`src/rtl/alu_unit_pkg.sv`:
```
// Shared opcode encoding, multiplier FSM states and helpers for the alu_unit execution slice.
package alu_unit_pkg;

  localparam int OPT_W = 6;

  typedef enum logic [OPT_W-1:0] {
    OPT_NONE,
    OPT_ADD, OPT_SUB, OPT_SLL, OPT_SLT, OPT_SLTU, OPT_XOR, OPT_SRL, OPT_SRA, OPT_OR, OPT_AND,
    OPT_ADDI, OPT_SLTI, OPT_SLTIU, OPT_XORI, OPT_ORI, OPT_ANDI, OPT_SLLI, OPT_SRLI, OPT_SRAI,
    OPT_LUI, OPT_AUIPC, OPT_JAL, OPT_JALR,
    OPT_BEQ, OPT_BNE, OPT_BLT, OPT_BGE, OPT_BLTU, OPT_BGEU,
    OPT_LB, OPT_LH, OPT_LW, OPT_LBU, OPT_LHU, OPT_SB, OPT_SH, OPT_SW,
    OPT_MUL, OPT_MULH, OPT_MULHSU, OPT_MULHU
  } inst_opt_e;

  typedef enum logic [1:0] {MUL_IDLE, MUL_RUN, MUL_DONE} mul_state_e;

  function automatic logic isMulOpt(inst_opt_e opt);
    return opt inside {OPT_MUL, OPT_MULH, OPT_MULHSU, OPT_MULHU};
  endfunction

  function automatic logic isImmOpt(inst_opt_e opt);
    return opt inside {OPT_ADDI, OPT_SLTI, OPT_SLTIU, OPT_XORI, OPT_ORI, OPT_ANDI,
                       OPT_SLLI, OPT_SRLI, OPT_SRAI};
  endfunction

endpackage

```
`src/rtl/alu_mul_iter.sv`:
```
// Iterative 32x32 shift-add multiplier (IDLE/RUN/DONE); only built when ALU_MUL_EN is defined.
`ifdef ALU_MUL_EN
module alu_mul_iter
  import alu_unit_pkg::*;
(
  input  logic        clk,
  input  logic        rst_n,
  input  logic        rdy_i,
  input  logic        flush_i,
  input  logic        start_i,
  input  logic        aSigned_i,
  input  logic        bSigned_i,
  input  logic [31:0] a_i,
  input  logic [31:0] b_i,
  output logic        busy_o,
  output logic        done_o,
  output logic [63:0] product_o
);

  mul_state_e  state_q;
  logic [4:0]  cnt_q;
  logic [63:0] acc_q;
  logic [31:0] mcand_q;
  logic        neg_q;
  logic [31:0] aMag, bMag;
  logic [32:0] partial;

  // Multiply magnitudes unsigned and fix the sign once at the end.
  assign aMag    = (aSigned_i && a_i[31]) ? -a_i : a_i;
  assign bMag    = (bSigned_i && b_i[31]) ? -b_i : b_i;
  assign partial = {1'b0, acc_q[63:32]} + (acc_q[0] ? {1'b0, mcand_q} : 33'd0);

  always_ff @(posedge clk or negedge rst_n) begin
    if (!rst_n) begin
      state_q <= MUL_IDLE;
      cnt_q   <= '0;
      acc_q   <= '0;
      mcand_q <= '0;
      neg_q   <= 1'b0;
    end else if (flush_i) begin
      state_q <= MUL_IDLE;
    end else if (rdy_i) begin
      unique case (state_q)
        MUL_IDLE: if (start_i) begin
          state_q <= MUL_RUN;
          cnt_q   <= '0;
          acc_q   <= {32'd0, bMag};
          mcand_q <= aMag;
          neg_q   <= (aSigned_i && a_i[31]) ^ (bSigned_i && b_i[31]);
        end
        MUL_RUN: begin
          acc_q <= {partial, acc_q[31:1]};
          cnt_q <= cnt_q + 5'd1;
          if (cnt_q == 5'd31) state_q <= MUL_DONE;
        end
        MUL_DONE: state_q <= MUL_IDLE;
        default:  state_q <= MUL_IDLE;
      endcase
    end
  end

  assign busy_o    = (state_q != MUL_IDLE);
  assign done_o    = (state_q == MUL_DONE);
  assign product_o = neg_q ? -acc_q : acc_q;

endmodule
`endif

```
`src/rtl/alu_unit.sv`:
```
// Integer ALU feeding the CDB ALU channel, with a small result FIFO.
// Define ALU_MUL_EN to execute MUL/MULH/MULHSU/MULHU on the iterative multiplier.
module alu_unit
  import alu_unit_pkg::*;
#(
  parameter int RES_DEPTH = 4,
  parameter int ROB_BIT   = 4
) (
  input  logic               clk,
  input  logic               rst_n,
  input  logic               rdy_i,
  input  logic               alu_rb_i,
  output logic               alu_full_o,
  input  logic               alu_ena_i,
  input  logic [OPT_W-1:0]   alu_opt_i,
  input  logic [31:0]        alu_val1_i,
  input  logic [31:0]        alu_val2_i,
  input  logic [31:0]        alu_imm_i,
  input  logic [ROB_BIT-1:0] alu_rob_idx_i,
  output logic               cdb_alu_valid_o,
  output logic [ROB_BIT-1:0] cdb_alu_src_o,
  output logic [31:0]        cdb_alu_val_o,
  output logic               cdb_alu_jump_o,
  output logic [31:0]        cdb_alu_tgt_o
);

  localparam int PTR_W = $clog2(RES_DEPTH);
  localparam logic [PTR_W:0] FULL_LVL = (PTR_W+1)'(RES_DEPTH - 2);

  typedef struct packed {
    logic [ROB_BIT-1:0] src;
    logic [31:0]        val;
    logic               jump;
    logic [31:0]        tgt;
  } res_t;

  inst_opt_e        opt;
  logic             accept, isMulOp, simpleIn, push, pop;
  logic             mulBusy, mulDone;
  logic [31:0]      opB;
  logic             taken;
  res_t             simpleRes, mulRes;
  res_t             cdb_q, cdb_d;
  logic             cdbValid_q, cdbValid_d;
  res_t             fifo_q [RES_DEPTH];
  logic [PTR_W-1:0] head_q, head_d, tail_q, tail_d;
  logic [PTR_W:0]   count_q, count_d;

  assign opt      = inst_opt_e'(alu_opt_i);
  assign accept   = alu_ena_i && rdy_i && !alu_rb_i;
  assign simpleIn = accept && !isMulOp;
  assign opB      = isImmOpt(opt) ? alu_imm_i : alu_val2_i;

  always_comb begin
    simpleRes     = '0;
    simpleRes.src = alu_rob_idx_i;
    taken         = 1'b0;
    case (opt)
      OPT_ADD, OPT_ADDI:   simpleRes.val = alu_val1_i + opB;
      OPT_SUB:             simpleRes.val = alu_val1_i - opB;
      OPT_SLL, OPT_SLLI:   simpleRes.val = alu_val1_i << opB[4:0];
      OPT_SLT, OPT_SLTI:   simpleRes.val = {31'd0, $signed(alu_val1_i) < $signed(opB)};
      OPT_SLTU, OPT_SLTIU: simpleRes.val = {31'd0, alu_val1_i < opB};
      OPT_XOR, OPT_XORI:   simpleRes.val = alu_val1_i ^ opB;
      OPT_SRL, OPT_SRLI:   simpleRes.val = alu_val1_i >> opB[4:0];
      OPT_SRA, OPT_SRAI:   simpleRes.val = $signed(alu_val1_i) >>> opB[4:0];
      OPT_OR, OPT_ORI:     simpleRes.val = alu_val1_i | opB;
      OPT_AND, OPT_ANDI:   simpleRes.val = alu_val1_i & opB;
      OPT_LUI:             simpleRes.val = alu_imm_i;
      OPT_AUIPC:           simpleRes.val = alu_val2_i + alu_imm_i;
      OPT_JAL: begin
        simpleRes.val  = alu_val2_i + 32'd4;
        simpleRes.jump = 1'b1;
        simpleRes.tgt  = alu_val2_i + alu_imm_i;
      end
      OPT_JALR: begin
        simpleRes.val  = alu_val2_i + 32'd4;
        simpleRes.jump = 1'b1;
        simpleRes.tgt  = (alu_val1_i + alu_imm_i) & ~32'd1;
      end
      OPT_BEQ, OPT_BNE, OPT_BLT, OPT_BGE, OPT_BLTU, OPT_BGEU: begin
        case (opt)
          OPT_BEQ:  taken = (alu_val1_i == alu_val2_i);
          OPT_BNE:  taken = (alu_val1_i != alu_val2_i);
          OPT_BLT:  taken = ($signed(alu_val1_i) <  $signed(alu_val2_i));
          OPT_BGE:  taken = ($signed(alu_val1_i) >= $signed(alu_val2_i));
          OPT_BLTU: taken = (alu_val1_i <  alu_val2_i);
          default:  taken = (alu_val1_i >= alu_val2_i);
        endcase
        simpleRes.val  = {31'd0, taken};
        simpleRes.jump = taken;
      end
      default: simpleRes.val = 32'd0;
    endcase
  end

`ifdef ALU_MUL_EN
  logic [ROB_BIT-1:0] mulSrc_q;
  logic               mulHigh_q;
  logic [63:0]        product;

  assign isMulOp = isMulOpt(opt);

  alu_mul_iter uMul (
    .clk       (clk),
    .rst_n     (rst_n),
    .rdy_i     (rdy_i),
    .flush_i   (alu_rb_i),
    .start_i   (accept && isMulOp),
    .aSigned_i (opt inside {OPT_MULH, OPT_MULHSU}),
    .bSigned_i (opt == OPT_MULH),
    .a_i       (alu_val1_i),
    .b_i       (alu_val2_i),
    .busy_o    (mulBusy),
    .done_o    (mulDone),
    .product_o (product)
  );

  always_ff @(posedge clk or negedge rst_n) begin
    if (!rst_n) begin
      mulSrc_q  <= '0;
      mulHigh_q <= 1'b0;
    end else if (accept && isMulOp && !mulBusy) begin
      mulSrc_q  <= alu_rob_idx_i;
      mulHigh_q <= (opt != OPT_MUL);
    end
  end

  always_comb begin
    mulRes     = '0;
    mulRes.src = mulSrc_q;
    mulRes.val = mulHigh_q ? product[63:32] : product[31:0];
  end
`else
  assign isMulOp = 1'b0;
  assign mulBusy = 1'b0;
  assign mulDone = 1'b0;
  assign mulRes  = '0;
`endif

  // CDB slot priority: multiplier completion, then FIFO head, then a bypassing new op.
  always_comb begin
    cdb_d      = cdb_q;
    cdbValid_d = 1'b0;
    head_d     = head_q;
    tail_d     = tail_q;
    count_d    = count_q;
    push       = 1'b0;
    pop        = 1'b0;
    if (mulDone) begin
      cdb_d      = mulRes;
      cdbValid_d = 1'b1;
      push       = simpleIn;
    end else if (count_q != '0) begin
      cdb_d      = fifo_q[head_q];
      cdbValid_d = 1'b1;
      pop        = 1'b1;
      push       = simpleIn;
    end else if (simpleIn) begin
      cdb_d      = simpleRes;
      cdbValid_d = 1'b1;
    end
    if (pop)  head_d = head_q + 1'b1;
    if (push) tail_d = tail_q + 1'b1;
    if (push && !pop) count_d = count_q + 1'b1;
    if (pop && !push) count_d = count_q - 1'b1;
  end

  always_ff @(posedge clk or negedge rst_n) begin
    if (!rst_n) begin
      cdb_q      <= '0;
      cdbValid_q <= 1'b0;
      head_q     <= '0;
      tail_q     <= '0;
      count_q    <= '0;
    end else if (alu_rb_i) begin
      cdbValid_q <= 1'b0;
      head_q     <= '0;
      tail_q     <= '0;
      count_q    <= '0;
    end else if (rdy_i) begin
      cdb_q      <= cdb_d;
      cdbValid_q <= cdbValid_d;
      head_q     <= head_d;
      tail_q     <= tail_d;
      count_q    <= count_d;
    end
  end

  always_ff @(posedge clk) begin
    if (rdy_i && !alu_rb_i && push) fifo_q[tail_q] <= simpleRes;
  end

  assign alu_full_o      = (count_q >= FULL_LVL) || mulBusy;
  assign cdb_alu_valid_o = cdbValid_q;
  assign cdb_alu_src_o   = cdb_q.src;
  assign cdb_alu_val_o   = cdb_q.val;
  assign cdb_alu_jump_o  = cdb_q.jump;
  assign cdb_alu_tgt_o   = cdb_q.tgt;

endmodule

```
`config.mk`:
```
export PLATFORM = sky130hd
export DESIGN_NAME = alu_unit
export DESIGN_NICKNAME = d
export VERILOG_FILES = /design/src/rtl/alu_unit_pkg.sv /design/src/rtl/alu_mul_iter.sv /design/src/rtl/alu_unit.sv
export SDC_FILE = /design/constraint.sdc
export NUM_CORES = 1
export LEC_CHECK = 0
export CAP_MARGIN = 5
export CORE_UTILIZATION = 55
export DETAILED_ROUTE_END_ITERATION = 8
export PLACE_DENSITY = 0.81
export SLEW_MARGIN = 20
export SYNTH_ARGS = -nofsm -noshare
export SYNTH_HDL_FRONTEND = slang
export SYNTH_HIERARCHICAL = 1
export SYNTH_SLANG_ARGS = --single-unit
```
`constraint.sdc`:
```
create_clock -name clk -period 4.44 [get_ports clk]
set_clock_uncertainty 0.15 [all_clocks]
set_input_delay 1.332 -clock clk [delete_from_list [all_inputs] [get_ports clk]]
set_output_delay 1.332 -clock clk [all_outputs]
set_load 0.1 [all_outputs]
```
==> flow_summary.toml, run 1 <==
[synth]
synth-edff-count = 276
syn_nets = 3388
yosysMostFrequentCell = "nand2_1"
synthArstFlopShare_pct = 21.8
synth_top_family_by_area = "compound AO/OA/AOI/OAI gates"
synthXorXnorAreaFrac_pct = 3.75
synthesis.instances = 3078
synth.largest_area_cell = "edfxtp_1"
ys_top_cells_by_count = "284 x nand2_1, 276 x edfxtp_1, 241 x a21oi_1"
synth_fa_ha_area_share_pct = 8.84
syn-cell-area_sq_um = 28500
avgSynthCellArea_sq_um = 9.26
synth_compound_area_share_pct = 22.1
yosys.area_share.simple_pct = 15.6
ys_seq_area_share_pct = 35.8
synthMuxAreaShare_pct = 9.05
yosys-top-cells-area = "edfxtp_1 29%, ha_1 8.6%, dfrtp_1 6.8%"
yosysWarnings = 6
ys_types = 101
synthFlopType = "edfxtp_1"
synth_top_area_share_pct = 29.1
ys_ff_latch = 353

[global_routing]
grt_remaining_overflow = 217
grt_max_degree = 70
grt_util_all_layers_pct = 83.8

[floorplanning]
fp.dieH_um = 230
initial_core_util_pct = 55.6
die_w_um = 230
io_pins = 182
row_count = 83

[timing]
worst-ep-kind = "register input"
crit_endpoint = "cdb_alu_val_o[30]$_DFFE_PN0P_/D"

[place]
place.gp.congestion = 1.20
dpl-instance-area_sq_um = 38800
hpwl_um = 108000
numPortBuffers = 181

[status]
error_line = "[ERROR GRT-0232] Routing congestion too high. Check the congestion heatmap in the GUI."
status = "aborted with a tool error"
stop_stage = "global routing"

[clocking]
cts_buffer_depth = 3
cts.root.buffer_cell = "clkbuf_16"
htreeDepth = 1
clock_sinks = 353
postCtsHoldBufs = 0
cts_buffers = 27
[cells by family after synthesis]
family / Yosys count
adders and majority gates: 199
buffers and inverters: 338
xor gates and xnor gates: 122
and+or+nand+nor: 943
DFF: 353
AOI/OAI and AO/OA: 957
muxes: 166
[what timing repair did]
action,in CTS
cloned,1
pin swaps,186
buffers inserted,90
resized for setup,609
endpoints found under the setup margin,265
[per-stage QoR]
stage	setup slack (ps)	utilization, %	instances	hold WS (ps)	setup TNS, ps
after floorplan	-1190	-	3078	367	-117660
after global placement	-1810	75.7	4783	316	-297790
after detailed placement	-1820	75.7	4783	330	-336620
after CTS	-394	83.5	4918	374	-16050
[per-layer routing]
metal,global-route usage [%],GRT overflow
met5,36.9,1
met4,82.2,104
met3,70.3,10
met2,97.4,98
met1,85.7,4
==> run 2: changes to the inputs <==
CORE_UTILIZATION = 40   (was 55)
PLACE_DENSITY = unset   (was 0.81)
PLACE_DENSITY_LB_ADDON = 0.15   (was unset)
==> run 2 against run 1 <==
Against the previous run:
- the flow now finishes, with violations (setup timing)
- synthesized cell count did not move
- synthesized area did not move
==> flow_summary.toml, run 2 <==
[timing]
worst_slew_pin_slew_ps = 1220
hold_viol = 0
max_freq_ghz = 0.202
fin_crit_sh_pct = 112
drv_slew = 0
relSlewSlack_pct = 18.5
setup_violations = 140
grt_setup_unrepaired = "true"
fin_ws_ps = -511
period_needed_ps = 4950

[synth]
ys_types = 101
synthArstFlopShare_pct = 21.8
yosysWarnings = 6
ys_top_cells_by_count = "284 x nand2_1, 276 x edfxtp_1, 241 x a21oi_1"
yosys-top-cells-area = "edfxtp_1 29%, ha_1 8.6%, dfrtp_1 6.8%"
synth_top_area_share_pct = 29.1
avgSynthCellArea_sq_um = 9.26
synth-edff-count = 276
syn_nets = 3388
synthesis.instances = 3078
syn-cell-area_sq_um = 28500
synth.largest_area_cell = "edfxtp_1"
ys_seq_area_share_pct = 35.8
ys_ff_latch = 353
yosysMostFrequentCell = "nand2_1"
synthFlopType = "edfxtp_1"

[clocking]
htreeDepth = 1
cts_buffers = 29
clkLatencyLatePin_ps = 570
cts_buffer_depth = 3
clock_sinks = 353
postCtsHoldBufs = 0
cts.root.buffer_cell = "clkbuf_16"
tritoncts = "yes"
clk_pin_slew_ps = 70

[critical_path]
crit_fanout = 8
rrSetupSlack_ps = 1720
cp-endpoint = "cdb_alu_val_o[30]"
critPathSlowestCell = "or4b_4"
path_cells = "buf_2 -> a21o_1 -> a31oi_4 -> buf_4 -> buf_6 -> mux2_2 -> inv_2 -> ha_4 -> buf_4 -> a21oi_1 -> nor2_1 -> a21oi_2 -> a221oi_2 -> o21ai_2 -> a21oi_4 -> buf_6 -> o211ai_1 -> mux2i_1 -> or4b_4 -> a21o_1"
worstRegToRegCells = 6
slowest_delay_ps = 540
path_class = "in2reg"
r2r_end = "cdb_alu_tgt_o[26]"
endpoint_kind = "register"
crit_arrival_ps = 5260
start_kind = "input pin"
regToRegStartpoint = "count_q[0]"
critPathLaunch = "alu_opt_i[0]"
cp_data_required_time_ps = 4750

[floorplanning]
io_pins = 182
coreArea_sq_um = 70300
fp.dieH_um = 269
initial_core_util_pct = 40.6
die_area_sq_um = 72400
row_count = 97
die_w_um = 269

[global_routing]
grt_max_degree = 66
grt_remaining_overflow = 0
antenna_found_initial = 1
grt_pass1_wl_um = 216000
grt_pass1_vias = 31700
grt_util_all_layers_pct = 41.1

[cells_and_area]
final_cell_mix = "1076 x buf_4, 276 x edfxtp_1, 263 x nand2_1"
design_area_sq_um = 45300
finish.utilization_pct = 64.4
layout-drive-gt1-share_pct = 44.1
areaGrowthSynthToFinish_pct = 58.8
mostFrequentLayoutCell = "buf_4"
regMostFlops = "fifo_q"
largest_reg_flops = 276
nets = 4625
nFillCells = 5660

[place]
numPortBuffers = 181
place.gp.congestion = 1.08
hpwl_um = 119000
place_ws_ps = -1950
dpl-instance-area_sq_um = 39600

[pwr]
switching_share_pct = 39.0
power.switching_mw = 4.85
seq_power_share_pct = 30.3
ir_drop_mv = 0.354
leakagePower_nw = 18.5
powerDensity_nw_per_um2 = 275
p_comb_share_pct = 49.1
p_int_mw = 7.58
p_clk_share_pct = 20.6

[drt]
firstDrtPassIters = 8
wire_per_inst_um = 28.9
met1_length_um = 63900
avgViaCountPerCell = 6.17
maxUsedRoutingLayer = "met4"
drtIter0Drc = 3657
wl_met2_um = 68400
vias = 32600
wl_met3_um = 13800
drtAntennaViolNets = 0
drt-total-wl_um = 153000
drc = 0

[status]
status = "finished, violations left"
violations = "setup timing"

[worst_hold_path]
min_path_type = "reg2reg"
worstHoldPathCells = 2

[flow_run]
maxCapViolations = 0
-- run 2: cell counts after synthesis --
No cell type changed its count.
-- run 2: worst min path at each step --
stage                startpoint          endpoint  slack (ps)
2_1_floorplan        count_q[2]        count_q[2]         370
3_3_place_gp   cdb_alu_val_o[5]  cdb_alu_val_o[5]         310
3_5_place_dp    cdb_alu_valid_o   cdb_alu_valid_o         320
4_1_cts         cdb_alu_valid_o   cdb_alu_valid_o         340
5_1_grt         cdb_alu_valid_o   cdb_alu_valid_o         350
6_report        cdb_alu_valid_o   cdb_alu_valid_o         330
-- run 2: metrics by stage --
step / setup TNS [ps] / instances / hold WS [ps] / total power [mW]
3_5_place_dp: -358350 / 5090 / 320 / 8.86
4_1_cts: -26510 / 5230 / 336 / 12.0
3_3_place_gp: -341140 / 5090 / 310 / 8.82
6_report: -39930 / 5280 / 334 / 12.4
5_1_grt: -50410 / 5278 / 351 / 12.8
2_1_floorplan: -117660 / 3078 / 367 / 6.36
-- run 2: cells by family after synthesis --
kind of cell               Yosys count  synth area share [%]
xor gates and xnor gates           122                  3.75
AOI/OAI and AO/OA                  957                  22.1
DFF                                353                  35.8
adders and majority gates          199                  8.84
buffers and inverters              338                  4.77
and+or+nand+nor                    943                  15.6
muxes                              166                  9.05
-- run 2: area by class of cell --
type / instances / area, sq um / share of cell area (%)
multi-input combinational: 2387 / 20300 / 44.9
timing repair buffer: 1399 / 12000 / 26.5
clock buffer: 41 / 791 / 1.75
tap: 940 / 1180 / 2.60
inverter: 145 / 594 / 1.31
antenna: 2 / 5.00 / 0.0111
sequential: 353 / 10200 / 22.6
clock inverter: 13 / 143 / 0.315
-- run 2: routing by layer --
metal | up-vias | global-route usage [%]
li1 | 14200 | -
met1 | 16300 | 56.6
met3 | 289 | 6.54
met4 | 0 | 15.0
met5 | - | 0
met2 | 1764 | 64.8
-- run 2: power groups by stage --
stage	clock network, mW	logic [mW]	registers, mW
after global routing	2.71	6.33	3.77
after floorplan	0	1.85	4.51
final	2.56	6.11	3.76
after global placement	0	4.99	3.83
after detailed placement	0	5.03	3.83
after CTS	2.58	5.64	3.76
-- run 2: timing repair --
item / 4_1_cts / 5_1_grt
gates cloned: 5 / 0
gates resized for setup: 580 / 277
setup buffers: 89 / 63
pin swaps: 190 / 197
setup endpoints to repair: 265 / 224
-- run 2: critical path, delay by kind of cell --
kind                     cells  cell delay [ps]
AO/OA/AOI/OAI                9             1650
buffers and inverters        6              870
AND/OR/NAND/NOR              2              680
multiplexers                 2              560
adder cells (fa/ha/maj)      1              150
(Power assumes the default switching activity.)
